File: src/rtl/snd_pkg.sv
// Shared constants for the sound sequencer: FSM states, sound codes,
// note half-period table and the per-code note sequences.
package snd_pkg;

  typedef enum logic [1:0] {
    IDLE = 2'd0,
    TONE = 2'd1,
    GAP  = 2'd2
  } state_e;

  localparam logic [3:0] SND_STOP  = 4'd0;
  localparam logic [3:0] SND_HIT   = 4'd13;
  localparam logic [3:0] SND_END   = 4'd14;
  localparam logic [3:0] SND_START = 4'd15;

  // Tone half-periods in 50 MHz clock cycles, C4..B4.
  localparam logic [16:0] HALF_PER [1:12] = '{
    17'd95556, 17'd90194, 17'd85131, 17'd80354, 17'd75843, 17'd71586,
    17'd67568, 17'd63776, 17'd60197, 17'd56818, 17'd53629, 17'd50619
  };

  localparam logic [3:0] SEQ_LEN [16] = '{
    4'd0, 4'd1, 4'd1, 4'd1, 4'd1, 4'd1, 4'd1, 4'd1,
    4'd1, 4'd1, 4'd1, 4'd1, 4'd1, 4'd3, 4'd5, 4'd8
  };

  // Note 0 inside a sequence is a rest.
  localparam logic [3:0] SEQ_NOTES [16][8] = '{
    '{4'd0,  4'd0, 4'd0, 4'd0, 4'd0, 4'd0, 4'd0, 4'd0},
    '{4'd1,  4'd0, 4'd0, 4'd0, 4'd0, 4'd0, 4'd0, 4'd0},
    '{4'd2,  4'd0, 4'd0, 4'd0, 4'd0, 4'd0, 4'd0, 4'd0},
    '{4'd3,  4'd0, 4'd0, 4'd0, 4'd0, 4'd0, 4'd0, 4'd0},
    '{4'd4,  4'd0, 4'd0, 4'd0, 4'd0, 4'd0, 4'd0, 4'd0},
    '{4'd5,  4'd0, 4'd0, 4'd0, 4'd0, 4'd0, 4'd0, 4'd0},
    '{4'd6,  4'd0, 4'd0, 4'd0, 4'd0, 4'd0, 4'd0, 4'd0},
    '{4'd7,  4'd0, 4'd0, 4'd0, 4'd0, 4'd0, 4'd0, 4'd0},
    '{4'd8,  4'd0, 4'd0, 4'd0, 4'd0, 4'd0, 4'd0, 4'd0},
    '{4'd9,  4'd0, 4'd0, 4'd0, 4'd0, 4'd0, 4'd0, 4'd0},
    '{4'd10, 4'd0, 4'd0, 4'd0, 4'd0, 4'd0, 4'd0, 4'd0},
    '{4'd11, 4'd0, 4'd0, 4'd0, 4'd0, 4'd0, 4'd0, 4'd0},
    '{4'd12, 4'd0, 4'd0, 4'd0, 4'd0, 4'd0, 4'd0, 4'd0},
    '{4'd12, 4'd8, 4'd4, 4'd0, 4'd0, 4'd0, 4'd0, 4'd0},
    '{4'd9,  4'd7, 4'd5, 4'd0, 4'd1, 4'd0, 4'd0, 4'd0},
    '{4'd7,  4'd7, 4'd2, 4'd3, 4'd9, 4'd9, 4'd5, 4'd7}
  };

  // Scaled half-period, never below one cycle; rests map to 1 (unused).
  function automatic logic [16:0] eff_half(input logic [3:0] note,
                                           input int unsigned shift);
    logic [16:0] v;
    v = 17'd1;
    if (note >= 4'd1 && note <= 4'd12) v = HALF_PER[note] >> shift;
    if (v == 17'd0) v = 17'd1;
    return v;
  endfunction

endpackage

File: src/rtl/tone_gen.sv
// Square-wave generator: toggles every `half` enabled cycles, phase and
// output cleared on load or while disabled.
module tone_gen (
  input  logic        clk,
  input  logic        resetN,
  input  logic        load,
  input  logic        enable,
  input  logic [16:0] half,
  output logic        wave
);

  logic [16:0] cnt;

  always_ff @(posedge clk) begin
    if (!resetN || load || !enable) begin
      cnt  <= 17'd0;
      wave <= 1'b0;
    end else if (cnt == half - 17'd1) begin
      cnt  <= 17'd0;
      wave <= ~wave;
    end else begin
      cnt <= cnt + 17'd1;
    end
  end

endmodule

File: src/rtl/sound_sequencer.sv
// Plays single notes or note sequences selected by a 4-bit sound code,
// with preemption by equal/higher codes and an immediate stop on code 0.
module sound_sequencer
  import snd_pkg::*;
#(
  parameter int unsigned NOTE_TICKS = 5_000_000,
  parameter int unsigned GAP_TICKS  = 500_000,
  parameter int unsigned DIV_SHIFT  = 0
) (
  input  logic       clk,
  input  logic       resetN,
  input  logic [3:0] sndCode,
  input  logic       sndTrg,
  output logic       audOut,
  output logic [3:0] noteIdx,
  output logic       busy,
  output logic       done,
  output logic [1:0] fsm_state
);

  localparam int unsigned MAX_TICKS = (NOTE_TICKS > GAP_TICKS) ? NOTE_TICKS : GAP_TICKS;
  localparam int unsigned DUR_W     = (MAX_TICKS > 1) ? $clog2(MAX_TICKS) : 1;
  localparam logic [DUR_W-1:0] NOTE_LAST = DUR_W'(NOTE_TICKS - 1);
  localparam logic [DUR_W-1:0] GAP_LAST  = DUR_W'(GAP_TICKS - 1);

  state_e           state, state_n;
  logic [3:0]       code_q, code_n;
  logic [2:0]       step, step_n;
  logic [DUR_W-1:0] dur, dur_n;
  logic [3:0]       note_q, note_n;
  logic             done_n;
  logic             load;
  logic             more_steps, last_gap, start, stop;

  assign more_steps = ({1'b0, step} < (SEQ_LEN[code_q] - 4'd1));
  assign last_gap   = (state == GAP) && (dur == GAP_LAST) && !more_steps;
  // A nonzero trigger on the final gap cycle wins over the natural finish.
  assign start = sndTrg && (sndCode != SND_STOP) &&
                 ((state == IDLE) || (sndCode >= code_q) || last_gap);
  assign stop  = sndTrg && (sndCode == SND_STOP) && (state != IDLE);

  always_comb begin
    state_n = state;
    code_n  = code_q;
    step_n  = step;
    dur_n   = dur;
    note_n  = note_q;
    done_n  = 1'b0;
    load    = 1'b0;
    if (start) begin
      state_n = TONE;
      code_n  = sndCode;
      step_n  = 3'd0;
      dur_n   = '0;
      note_n  = SEQ_NOTES[sndCode][0];
      load    = 1'b1;
    end else if (stop) begin
      state_n = IDLE;
      step_n  = 3'd0;
      dur_n   = '0;
      note_n  = 4'd0;
    end else begin
      case (state)
        TONE: begin
          if (dur == NOTE_LAST) begin
            state_n = GAP;
            dur_n   = '0;
            note_n  = 4'd0;
          end else begin
            dur_n = dur + 1'b1;
          end
        end
        GAP: begin
          if (dur != GAP_LAST) begin
            dur_n = dur + 1'b1;
          end else if (more_steps) begin
            state_n = TONE;
            step_n  = step + 3'd1;
            dur_n   = '0;
            note_n  = SEQ_NOTES[code_q][step + 3'd1];
            load    = 1'b1;
          end else begin
            state_n = IDLE;
            dur_n   = '0;
            step_n  = 3'd0;
            done_n  = 1'b1;
          end
        end
        default: ;
      endcase
    end
  end

  always_ff @(posedge clk) begin
    if (!resetN) begin
      state  <= IDLE;
      code_q <= 4'd0;
      step   <= 3'd0;
      dur    <= '0;
      note_q <= 4'd0;
      done   <= 1'b0;
    end else begin
      state  <= state_n;
      code_q <= code_n;
      step   <= step_n;
      dur    <= dur_n;
      note_q <= note_n;
      done   <= done_n;
    end
  end

  tone_gen u_tone (
    .clk    (clk),
    .resetN (resetN),
    .load   (load),
    .enable ((state_n == TONE) && (note_n != 4'd0)),
    .half   (eff_half(note_q, DIV_SHIFT)),
    .wave   (audOut)
  );

  assign noteIdx   = note_q;
  assign busy      = (state != IDLE);
  assign fsm_state = state;

endmodule

File: config.mk
export PLATFORM = sky130hd
export DESIGN_NAME = sound_sequencer
export DESIGN_NICKNAME = d
export VERILOG_FILES = /design/src/rtl/snd_pkg.sv /design/src/rtl/tone_gen.sv /design/src/rtl/sound_sequencer.sv
export SDC_FILE = /design/constraint.sdc
export NUM_CORES = 1
export LEC_CHECK = 0
export ABC_CLOCK_PERIOD_IN_PS = 7800
export BUFFER_PORTS_ARGS = -buffer_cell sky130_fd_sc_hd__buf_2
export CELL_PAD_IN_SITES_DETAIL_PLACEMENT = 1
export CELL_PAD_IN_SITES_GLOBAL_PLACEMENT = 2
export CORE_ASPECT_RATIO = 0.9
export CORE_MARGIN = 4
export CORE_UTILIZATION = 41
export CTS_CLUSTER_DIAMETER = 120
export DETAILED_ROUTE_END_ITERATION = 10
export PLACE_DENSITY_LB_ADDON = 0.1
export SETUP_SLACK_MARGIN = 0.2
export SLEW_MARGIN = 20
export SYNTH_ARGS = -nofsm -noshare
export SYNTH_HDL_FRONTEND = slang
export SYNTH_HIERARCHICAL = 1
export SYNTH_SLANG_ARGS = --single-unit
export TNS_END_PERCENT = 100
File: constraint.sdc
create_clock -name clk -period 7.8 [get_ports clk]
set_clock_uncertainty 0.15 [all_clocks]
set_input_delay 1.17 -clock clk [delete_from_list [all_inputs] [get_ports clk]]
set_output_delay 1.17 -clock clk [all_outputs]
set_load 0.1 [all_outputs]
; ---- Yosys cells after proc, flatten, opt, wreduce, memory -nomap -nowiden
; Memory sizes are Yosys's and may differ from the RTL's.
; Cells that the tools add are included.
; W data, S select, Z words.
[word_totals]
register_bits = 55
rom_bits = 1360
input_bits = 7
output_inout_bits = 9
elab_cells = 101
n_memories = 4
[memory_table]
columns = memory, words, width, rd, rd_ports_with_merged_regs, wr, line
row1 = (name not given), 16, 32, 1, 0, 0, sound_sequencer.sv:80  ; note_n = SEQ_NOTES[code_q][step + 3'd1];
row2 = (name not given), 16, 32, 1, 0, 0, sound_sequencer.sv:55  ; note_n = SEQ_NOTES[sndCode][0];
row3 = (name not given), 16, 17, 1, 0, 0, snd_pkg.sv:52  ; if (note >= 4'd1 && note <= 4'd12) v = HALF_PER[note] >> shift;
row4 = (name not given), 16, 4, 1, 0, 0, sound_sequencer.sv:35  ; assign more_steps = ({1'b0, step} < (SEQ_LEN[code_q] - 4'd1));
[classes]
n_addsub = 5
n_lt_le_gt_ge = 8
n_eq_ne = 7
mux = 35
bitwise = 8
n_reduce_logical = 26
[op_table]
columns = operator, count
row1 = $mux W32, 4
row2 = $mux W17, 4
row3 = $mux W23, 2
row4 = $pmux W23 S2, 1
row5 = $mux W4, 9
row6 = $add A23 B1 Y23 const B, 1
row7 = $eq A23 B19 Y1 const B, 1
row8 = $eq A23 B23 Y1 const B, 1
row9 = $ne A23 B19 Y1 const B, 1
row10 = $add A17 B1 Y17 const B, 1
row11 = $eq A17 B17 Y1, 1
row12 = $logic_not A17 Y1, 1
row13 = $sub A17 B1 Y17 const B, 1
row14 = $ge A5 B5 Y1 const B, 3
row15 = $not A4 Y5, 3
row16 = $bmux W4 S3, 1
row17 = $logic_and A1 B1 Y1, 8
row18 = $mux W2, 4
row19 = $pmux W4 S2, 1
row20 = $reduce_bool A4 Y1, 2
row21 = $mux W1, 7
row22 = $reduce_or A5 Y1, 1
row23 = $eq A2 B1 Y1 const B, 2
row24 = $ge A4 B1 Y1 const B, 1
row25 = other kinds (19), 28

; ---- Depth between registers and ports, before layout
; Gate-level depths: netlist of the first run.
[logic_depth]
word_depth = 17
depth_mapped = 18
ltp_nobuf = 16

; ---- By module
; Netlist of the first run, hierarchy kept.
[by_module_without_submodules]
columns = module, n_inst, cells_per_inst, area_each_um2, seq_area_each_um2
row1 = sound_sequencer, 1, 354, 2760.1, 740.7
row2 = tone_gen, 1, 166, 1332.5, 360.3

; ---- Worst setup path after synthesis of the first run
; Ideal clock, no wire load.
[synth_path]
kind = register to register
startpoint = reg note_q[2] (netlist: noteIdx[2])
endpoint = reg u_tone.cnt[10]
setup_ns = 0.115
arrival_ns = 4.079
required_ns = 7.535
slack_ns = 3.457
path_stages_with_launch = 16
n_path_buf = 4
synth_period_minus_slack_ns = 4.343
path_cell_list = dfxtp_1 clkbuf_1 buf_1 nand2_1 o2bb2ai_1 inv_1 ha_1 or4b_1 clkbuf_1 nor4_1 mux2_2 o21ai_0 nand4_1 o21ai_4 buf_6 nor2_1
[synth_between]
elab_chain_cells = 10
word_cells_on_any_way = 23
cone_classes = add/sub: 1 / order compare: 2 / eq/ne: 1 / mux: 10 / bitwise: 1 / reduce/logical: 7 / memory: 1
[synth_lines]
columns = item, line
row1 = from (decl), sound_sequencer.sv:30  ; logic [3:0] note_q, note_n;
row2 = from (signal assigned), sound_sequencer.sv:107  ; note_q <= note_n;
row3 = $not A4 Y5 (implied by the code) or $mux W4 (tied branches), "snd_pkg.sv:52, sound_sequencer.sv:76"
row4 = $mem_v2 Z16 W17 or $mux W4 (tied branches), -
row5 = $mux W17 (implied by the code) or $pmux W4 S2 (tied branches), "snd_pkg.sv:52, sound_sequencer.sv:63"
row6 = $mux W17 (implied by the code) or $mux W4 (tied branches), "snd_pkg.sv:52, sound_sequencer.sv:57"
row7 = $mux W17 or $mux W4 (tied branches), "snd_pkg.sv:52, sound_sequencer.sv:50"
row8 = $logic_not A17 Y1 or $reduce_bool A4 Y1 (tied branches), "snd_pkg.sv:53, sound_sequencer.sv:116"
row9 = $mux W17 or $logic_and A1 B1 Y1 (tied branches), "snd_pkg.sv:53, sound_sequencer.sv:116"
row10 = $sub A17 B1 Y17 or $logic_not A1 Y1 (tied branches), "tone_gen.sv:18, tone_gen.sv:15"
row11 = $eq A17 B17 Y1 or $logic_or A1 B1 Y1 (tied branches), "tone_gen.sv:18, tone_gen.sv:15"
row12 = $reduce_or A2 Y1 (no line) *, -
row13 = to (signal assigned), tone_gen.sv:22  ; cnt <= cnt + 17'd1;
row14 = to (decl), tone_gen.sv:12  ; logic [16:0] cnt;
; Mark *: on every way between the ends. The rest lies on a longest branch, timed or not. The select of a mux whose other input is x is not followed.
; A chain may end at the register's enable or synchronous reset.

; ---- Final worst setup path of the first run
[layout_path]
startpoint = reg note_q[1] (netlist: noteIdx[1])
endpoint = reg u_tone.cnt[15]
; Same word-level chain as after synthesis.

==> impl_metrics.csv, run 1 <==
group,metric,value,unit
outcome,status,"finished clean",
grt,grt_max_degree,31,
critical_path,cp-endpoint,"u_tone/cnt[15]$_SDFF_PP0_",
clocking,numCtsBuffers,5,
die,ioPinCount,16,
sta,fin_crit_sh,0.562,
grt,grt_usage,0.186,
clocking,cts_tree,"yes",
routing,finalWirelength,10500,um
critical_path,r2r_setup_slack,3.42,ns
grt,antenna_found_initial,0,
grt,grt_pass1_wl,17800,um
placed_design,dp.cells,641,
power,p_leak,0.00154,uW
cells_and_area,fillers,1199,
routing,vias,3629,
cells_and_area,final_cells,649,
sta,period_needed,4.38,ns
critical_path,crit_arrival,4.43,ns
sta,tightestPinTransition,0.881,ns
logic_synthesis,synth.ff_latch_count,55,
cells_and_area,diodes,0,
cells_and_area,area_delta_synth_final,5.96,%
placed_design,numPortBuffers,15,
clocking,clk_path_buf_depth,2,
sta,hold_viol,0,
die,dieArea,0.0116,mm^2
die,die_x,113,um
critical_path,r2r-start,"noteIdx[1]$_SDFF_PN0_",
cells_and_area,drive_gt1_frac,0.109,
sta,setup_viol,0,
critical_path,crit_start,"noteIdx[1]$_SDFF_PN0_",
placed_design,gp_congestion,0.828,
placed_design,hpwlAfterDp,8010,um
die,design.core.area,0.00970,mm^2
cells_and_area,multi_input_area,0.00281,mm^2
power,cellPowerDensity,149,mW/mm^2
logic_synthesis,ys.flop_type,"dfxtp_1",
clocking,ctsHoldBuffers,0,
logic_synthesis,synth_cell_types,78,
critical_path,crit_required,7.85,ns
clocking,clock_sinks,55,
logic_synthesis,syn_avg_cell_area,7.87,um^2
logic_synthesis,synth-edff-count,0,
clocking,htreeDepth,2,
flow_run,drv_cap,0,
critical_path,cp-start-kind,"flip-flop",
die,die_h,103,um
critical_path,endpoint_kind,"flip-flop",
clocking,post_cts_resized,0,
sta,max_slew_margin,0.407,
cells_and_area,fin_nets,547,
clocking,insertion_delay,0.32,ns
grt,overflow,0,
clocking,root_buffer,"clkbuf_8",
logic_synthesis,synthArstFlopShare,0,
critical_path,worstRegToRegCells,13,
logic_synthesis,synthCells,520,
sta,final_max_slew_viol_count,0,
die,rows,34,
logic_synthesis,ys_seq_area_frac,0.269,
clocking,clk_pin_slew,0.12,ns
critical_path,reg2reg_to,"u_tone/cnt[15]$_SDFF_PP0_",
critical_path,crit_type,"reg -> reg",
routing,antenna_left,0,
sta,tns,0,ns
logic_synthesis,netlist_area,0.00409,mm^2
min_path,hold_path_class,"reg -> reg",
sta,fmax,228,MHz
routing,wl_per_cell,16.1,um
grt,first_global_vias,3556,
logic_synthesis,yosysWarnings,6,
power,max-vdd-ir-drop,0.0709,mV
cells_and_area,regArea,0.00110,mm^2
cells_and_area,post-route-util,0.447,
sta,rsz0062_at_grt,"false",
power,finalPower,644,uW
min_path,hold_path_depth,2,
critical_path,path_max_fanout,24,
die,start_util,0.422,
routing,first_iter_violations,190,
clocking,post_cts_buffers,0,
routing,vias_per_cell,5.59,
routing,drt_first_pass_iters,4,
logic_synthesis,synth_fp_nets,545,
routing,remaining_drc_errors,0,
## worst min-delay path by stage
stage	start	to	slack, ns
2_1_floorplan	u_tone/cnt[0]$_SDFF_PP0_	u_tone/cnt[0]$_SDFF_PP0_	0.29
3_3_place_gp	dur[1]$_SDFFE_PP0N_	dur[1]$_SDFFE_PP0N_	0.33
3_5_place_dp	dur[1]$_SDFFE_PP0N_	dur[1]$_SDFFE_PP0N_	0.34
4_1_cts	dur[1]$_SDFFE_PP0N_	dur[1]$_SDFFE_PP0N_	0.36
5_1_grt	dur[1]$_SDFFE_PP0N_	dur[1]$_SDFFE_PP0N_	0.37
6_report	dur[1]$_SDFFE_PP0N_	dur[1]$_SDFFE_PP0N_	0.35
## worst max-delay path, stage by stage (launching register included)
cell       delay, ns
dfxtp_1         0.81
inv_1           0.13
nand2_1         0.20
nand2_1         0.10
o2bb2ai_1       0.27
inv_1           0.10
ha_1            0.20
or4b_1          0.59
nor4_1          0.44
mux2_2          0.38
o21ai_0         0.13
nand4_1         0.18
o21ai_4         0.45
nor2_1          0.12
## registers in the layout, summed over array words and instances (netlist names)
register,cells
dur,23
u_tone/wave,1
noteIdx,4
u_tone/cnt,17
code_q,4
fsm_state,2
step,3
done,1
## cells by family after synthesis
kind of cell / Yosys count / synth area share
flops: 55 / 0.269
fa+ha+maj: 18 / 0.0550
simple gates: 231 / 0.305
compound gates: 104 / 0.177
buf+inv: 44 / 0.0446
mux: 6 / 0.0159
xor+xnor: 62 / 0.133
## cell type report
type | count | area share
sequential | 55 | 0.254
multi-input combinational | 421 | 0.648
clock buffer | 5 | 0.0159
timing repair buffer | 16 | 0.0190
tap | 126 | 0.0364
clock inverter | 3 | 0.00721
inverter | 23 | 0.0199
## placed cells by master, fill, tap and decap left out, types with 3 or more instances in the layout
master    Yosys  routed
nor2_1       71      71
dfxtp_1      55      55
nand2_1      43      43
xor2_1       34      34
xnor2_1      28      28
a21oi_1      28      28
inv_1        23      23
nand3_1      23      23
ha_1         18      18
o21ai_0      16      16
buf_2         2      15
and3_1       12      12
nor3_1       10      10
nand4_1      10      10
nand2b_1      7       7
a31oi_1       7       7
nor2b_1       6       6
a211oi_1      6       6
nand3b_1      6       6
nor4_1        5       5
clkbuf_8      0       5
mux2_2        4       4
or3_1         4       4
or3_2         4       4
a21boi_0      3       3
o22ai_1       3       3
o21bai_1      3       3
o31ai_1       3       3
o21a_1        3       3
and4_1        3       3
o41ai_1       3       3
## layer usage
layer | part of all wire | vias up | global-route usage | wire, um
met3 | 0.033 | 9 | 0.0235 | 350
met2 | 0.43 | 35 | 0.286 | 4530
li1 | - | 1851 | - | -
met5 | 0 | - | 0 | 0
met4 | 0.0081 | 0 | 0.0360 | 85
met1 | 0.53 | 1734 | 0.281 | 5520
## synthesized netlist by cell type, types with 3 or more instances
cell	number	area, um^2
a21boi_0	3	22.5
o31ai_1	3	22.5
xor2_1	34	298
or3_2	4	30.0
mux2_2	4	45.0
o41ai_1	3	26.3
nor4_1	5	31.3
dfxtp_1	55	1100
nor2_1	71	267
xnor2_1	28	245
a31oi_1	7	43.8
ha_1	18	225
and4_1	3	26.3
nand4_1	10	62.6
nor2b_1	6	37.5
clkbuf_1	15	56.3
nand2_1	43	161
nand2b_1	7	43.8
o21bai_1	3	22.5
o21a_1	3	22.5
nand3b_1	6	45.0
or3_1	4	25.0
a21oi_1	28	140
inv_1	23	86.3
o21ai_0	16	80.1
o22ai_1	3	18.8
nor3_1	10	50.1
nand3_1	23	115
a211oi_1	6	45.0
and3_1	12	75.1
## metrics by stage
stage	hold WS [ns]	setup WS, ns	area, um^2
floorplan	0.290	3.46	4090
global placement	0.329	3.54	4240
detailed placement	0.341	3.38	4240
CTS	0.357	3.39	4340
global route	0.375	2.90	4340
finish	0.355	3.42	4340
## power breakdown
part           switching (uW)  internal, uW  leakage, uW
clock network             110          68.7    0.0000522
registers                12.1           285     0.000445
logic                     106          62.5      0.00104
total                     228           416      0.00154
(Power assumes the default switching activity.)
==> run 2, diff against run 1 <==
--- a/config.mk
+++ b/config.mk
@@ -5,13 +5,13 @@
 export SDC_FILE = /design/constraint.sdc
 export NUM_CORES = 1
 export LEC_CHECK = 0
-export ABC_CLOCK_PERIOD_IN_PS = 7800
+export ABC_CLOCK_PERIOD_IN_PS = 4200
 export BUFFER_PORTS_ARGS = -buffer_cell sky130_fd_sc_hd__buf_2
 export CELL_PAD_IN_SITES_DETAIL_PLACEMENT = 1
 export CELL_PAD_IN_SITES_GLOBAL_PLACEMENT = 2
 export CORE_ASPECT_RATIO = 0.9
 export CORE_MARGIN = 4
-export CORE_UTILIZATION = 41
+export CORE_UTILIZATION = 38
 export CTS_CLUSTER_DIAMETER = 120
 export DETAILED_ROUTE_END_ITERATION = 10
 export PLACE_DENSITY_LB_ADDON = 0.1
==> constraint.sdc (replaced) <==
create_clock -name clk -period 4.2 [get_ports clk]
set_clock_uncertainty 0.15 [all_clocks]
set_input_delay 0.63 -clock clk [delete_from_list [all_inputs] [get_ports clk]]
set_output_delay 0.63 -clock clk [all_outputs]
set_load 0.1 [all_outputs]
==> run 2 against run 1 <==
Net effect:
- sequential power rose by 85%
- non-clock buffer count up 13
- routed wire length up 5.8%
- hold slack worse by 0.0034 ns
- combinational power grew 100%
- register-to-register slack got worse by 3.0 ns
- cell count is 2.8% higher
- total power up 110%
- global-route usage down 1.4 points
- cell area is 5.3% higher
- sequential share of layout area down 0.89 points
- core utilization fell by 0.72 points
==> impl_metrics.csv, run 2 (synthesized netlist as in run 1, its figures left out) <==
group,metric,value,unit
outcome,status,"finished clean",
power,max-vdd-ir-drop,0.160,mV
critical_path,r2r-start,"code_q[1]$_SDFFE_PN0N_",
sta,rsz0062_at_grt,"false",
routing,drt_first_pass_iters,4,
placed_design,hpwlAfterDp,8310,um
critical_path,path_cells,"inv_1 > ha_2 > nand2b_1 > xnor2_1 > a21oi_1 > ha_1 > o21a_1 > o21ba_2 > a211oi_4 > nand3_2 > or4b_4 > o311a_1 > a31oi_1 > and3b_2 > o21ai_2 > nor2_1",
clocking,insertion_delay,0.29,ns
critical_path,cp-start-kind,"flip-flop",
sta,tightestPinTransition,0.641,ns
cells_and_area,layout_common_cells,"nor2_1, dfxtp_1, nand2_1, xor2_1",
cells_and_area,final_cells,667,
grt,first_global_vias,3697,
min_path,min_delay_worst_endpoint,"u_tone/cnt[0]$_SDFF_PP0_",
placed_design,dpl_cell_area,0.00433,mm^2
placed_design,gp_congestion,0.851,
clocking,htreeDepth,2,
cells_and_area,diodes,0,
cells_and_area,area_delta_synth_final,11.6,%
clocking,cts_tree,"yes",
grt,grt_pass1_wl,18200,um
clocking,clk_pin_slew,0.08,ns
min_path,min_from,"u_tone/cnt[0]$_SDFF_PP0_",
grt,overflow,0,
clocking,root_buffer,"clkbuf_16",
sta,fmax,267,MHz
critical_path,endpoint_kind,"flip-flop",
die,die_h,106,um
routing,antenna_left,0,
clocking,clk_path_buf_depth,2,
sta,tns,0,ns
flow_run,drv_cap,0,
critical_path,crit_type,"reg -> reg",
critical_path,r2r_setup_slack,0.45,ns
critical_path,crit_arrival,3.82,ns
power,p_leak,0.00164,uW
cells_and_area,final_common_cell,"nor2_1",
critical_path,reg2reg_to,"u_tone/cnt[12]$_SDFF_PP0_",
cells_and_area,regMostFlops,"dur",
critical_path,cpPeakStageDelay,0.55,ns
die,ioPinCount,16,
cells_and_area,fin_area,0.00457,mm^2
sta,setup_viol,0,
clocking,numCtsBuffers,5,
die,start_util,0.394,
sta,max_slew_margin,0.572,
cells_and_area,drive_gt1_frac,0.154,
die,dieArea,0.0125,mm^2
min_path,hold_path_depth,1,
sta,final_max_slew_viol_count,0,
critical_path,path_max_fanout,8,
routing,wl_per_cell,16.6,um
sta,fin_crit_sh,0.892,
cells_and_area,multi_input_area,0.00286,mm^2
sta,period_needed,3.75,ns
cells_and_area,largest_reg_flops,23,
routing,vias_per_cell,5.65,
critical_path,slowest_stage,"or4b_4",
placed_design,numPortBuffers,15,
cells_and_area,regArea,0.00112,mm^2
routing,finalWirelength,11100,um
routing,vias,3768,
cells_and_area,fillers,1276,
critical_path,crit_required,4.27,ns
die,design.core.area,0.0104,mm^2
routing,remaining_drc_errors,0,
power,finalPower,1330,uW
placed_design,dp.cells,654,
grt,grt_max_degree,31,
cells_and_area,largestRegisters,"dur: 23 flops, u_tone/cnt: 17 flops",
die,rows,35,
min_path,hold_path_class,"reg -> reg",
sta,hold_viol,0,
critical_path,worstRegToRegCells,16,
cells_and_area,fin_nets,562,
die,die_x,117,um
power,cellPowerDensity,292,mW/mm^2
clocking,clock_sinks,55,
grt,antenna_found_initial,0,
routing,first_iter_violations,199,
grt,grt_usage,0.173,
[run 2: cell types whose count changed in the layout (fill, tap and decap cells not counted), moves of 4 or more]
cell,before,now
buf_4,1,14
clkbuf_16,0,5
clkbuf_8,5,1
dfxtp_1,55,49
dfxtp_4,0,4
[run 2: where the power goes]
group / internal, uW / total, uW / switching [uW]
logic: 130 / 344 / 214
clock network: 243 / 443 / 200
registers: 529 / 548 / 19.3
[run 2: worst max path at each step]
stage                                 from                   endpoint  slack (ns)  cells past startpoint
floorplan            noteIdx[2]$_SDFF_PN0_  u_tone/cnt[10]$_SDFF_PP0_        0.31                     15
global placement    code_q[1]$_SDFFE_PN0N_   u_tone/cnt[3]$_SDFF_PP0_        0.36                     17
detailed placement  code_q[1]$_SDFFE_PN0N_  u_tone/cnt[10]$_SDFF_PP0_        0.22                     16
CTS                 code_q[0]$_SDFFE_PN0N_  u_tone/cnt[10]$_SDFF_PP0_        0.23                     16
global route        code_q[1]$_SDFFE_PN0N_  u_tone/cnt[12]$_SDFF_PP0_        0.19                     16
finish              code_q[1]$_SDFFE_PN0N_  u_tone/cnt[12]$_SDFF_PP0_        0.45                     16
[run 2: layer usage]
layer / global-route usage / wire [um] / vias up
met3: 0.0271 / 272 / 4
met4: 0.0268 / 49 / 0
met5: 0 / 0 / -
met2: 0.273 / 4880 / 34
met1: 0.252 / 5890 / 1842
li1: - / - / 1888
[run 2: worst max-delay path, delay by kind of cell (launching register included)]
kind	cells	cell delay, ns
AO/OA/AOI/OAI	7	1.19
buffers and inverters	1	0.08
XOR/XNOR	1	0.13
adder cells (fa/ha/maj)	2	0.45
flip-flops	1	0.39
AND/OR/NAND/NOR	5	1.27
[run 2: timing repair]
action	CTS	global route
pin swaps	0	2
hold buffers	0	0
setup endpoints to repair	9	18
endpoints found under the hold margin	0	0
gates resized for setup	2	8
cloned	0	2
buffers inserted	0	3
[run 2: stage by stage]
step	hold slack (ns)	util	setup slack, ns
2_1_floorplan	0.290	-	0.309
3_3_place_gp	0.317	0.417	0.365
3_5_place_dp	0.352	0.417	0.216
4_1_cts	0.370	0.433	0.235
5_1_grt	0.403	0.440	0.186
6_report	0.351	0.440	0.452
[run 2: layout make-up]
class | count | share of cell area
Sequential cell | 55 | 0.245
Inverter | 23 | 0.0189
Timing Repair Buffer | 29 | 0.0395
Tap cell | 129 | 0.0354
Clock buffer | 6 | 0.0304
Multi-Input combinational cell | 423 | 0.626
Clock inverter | 2 | 0.00438
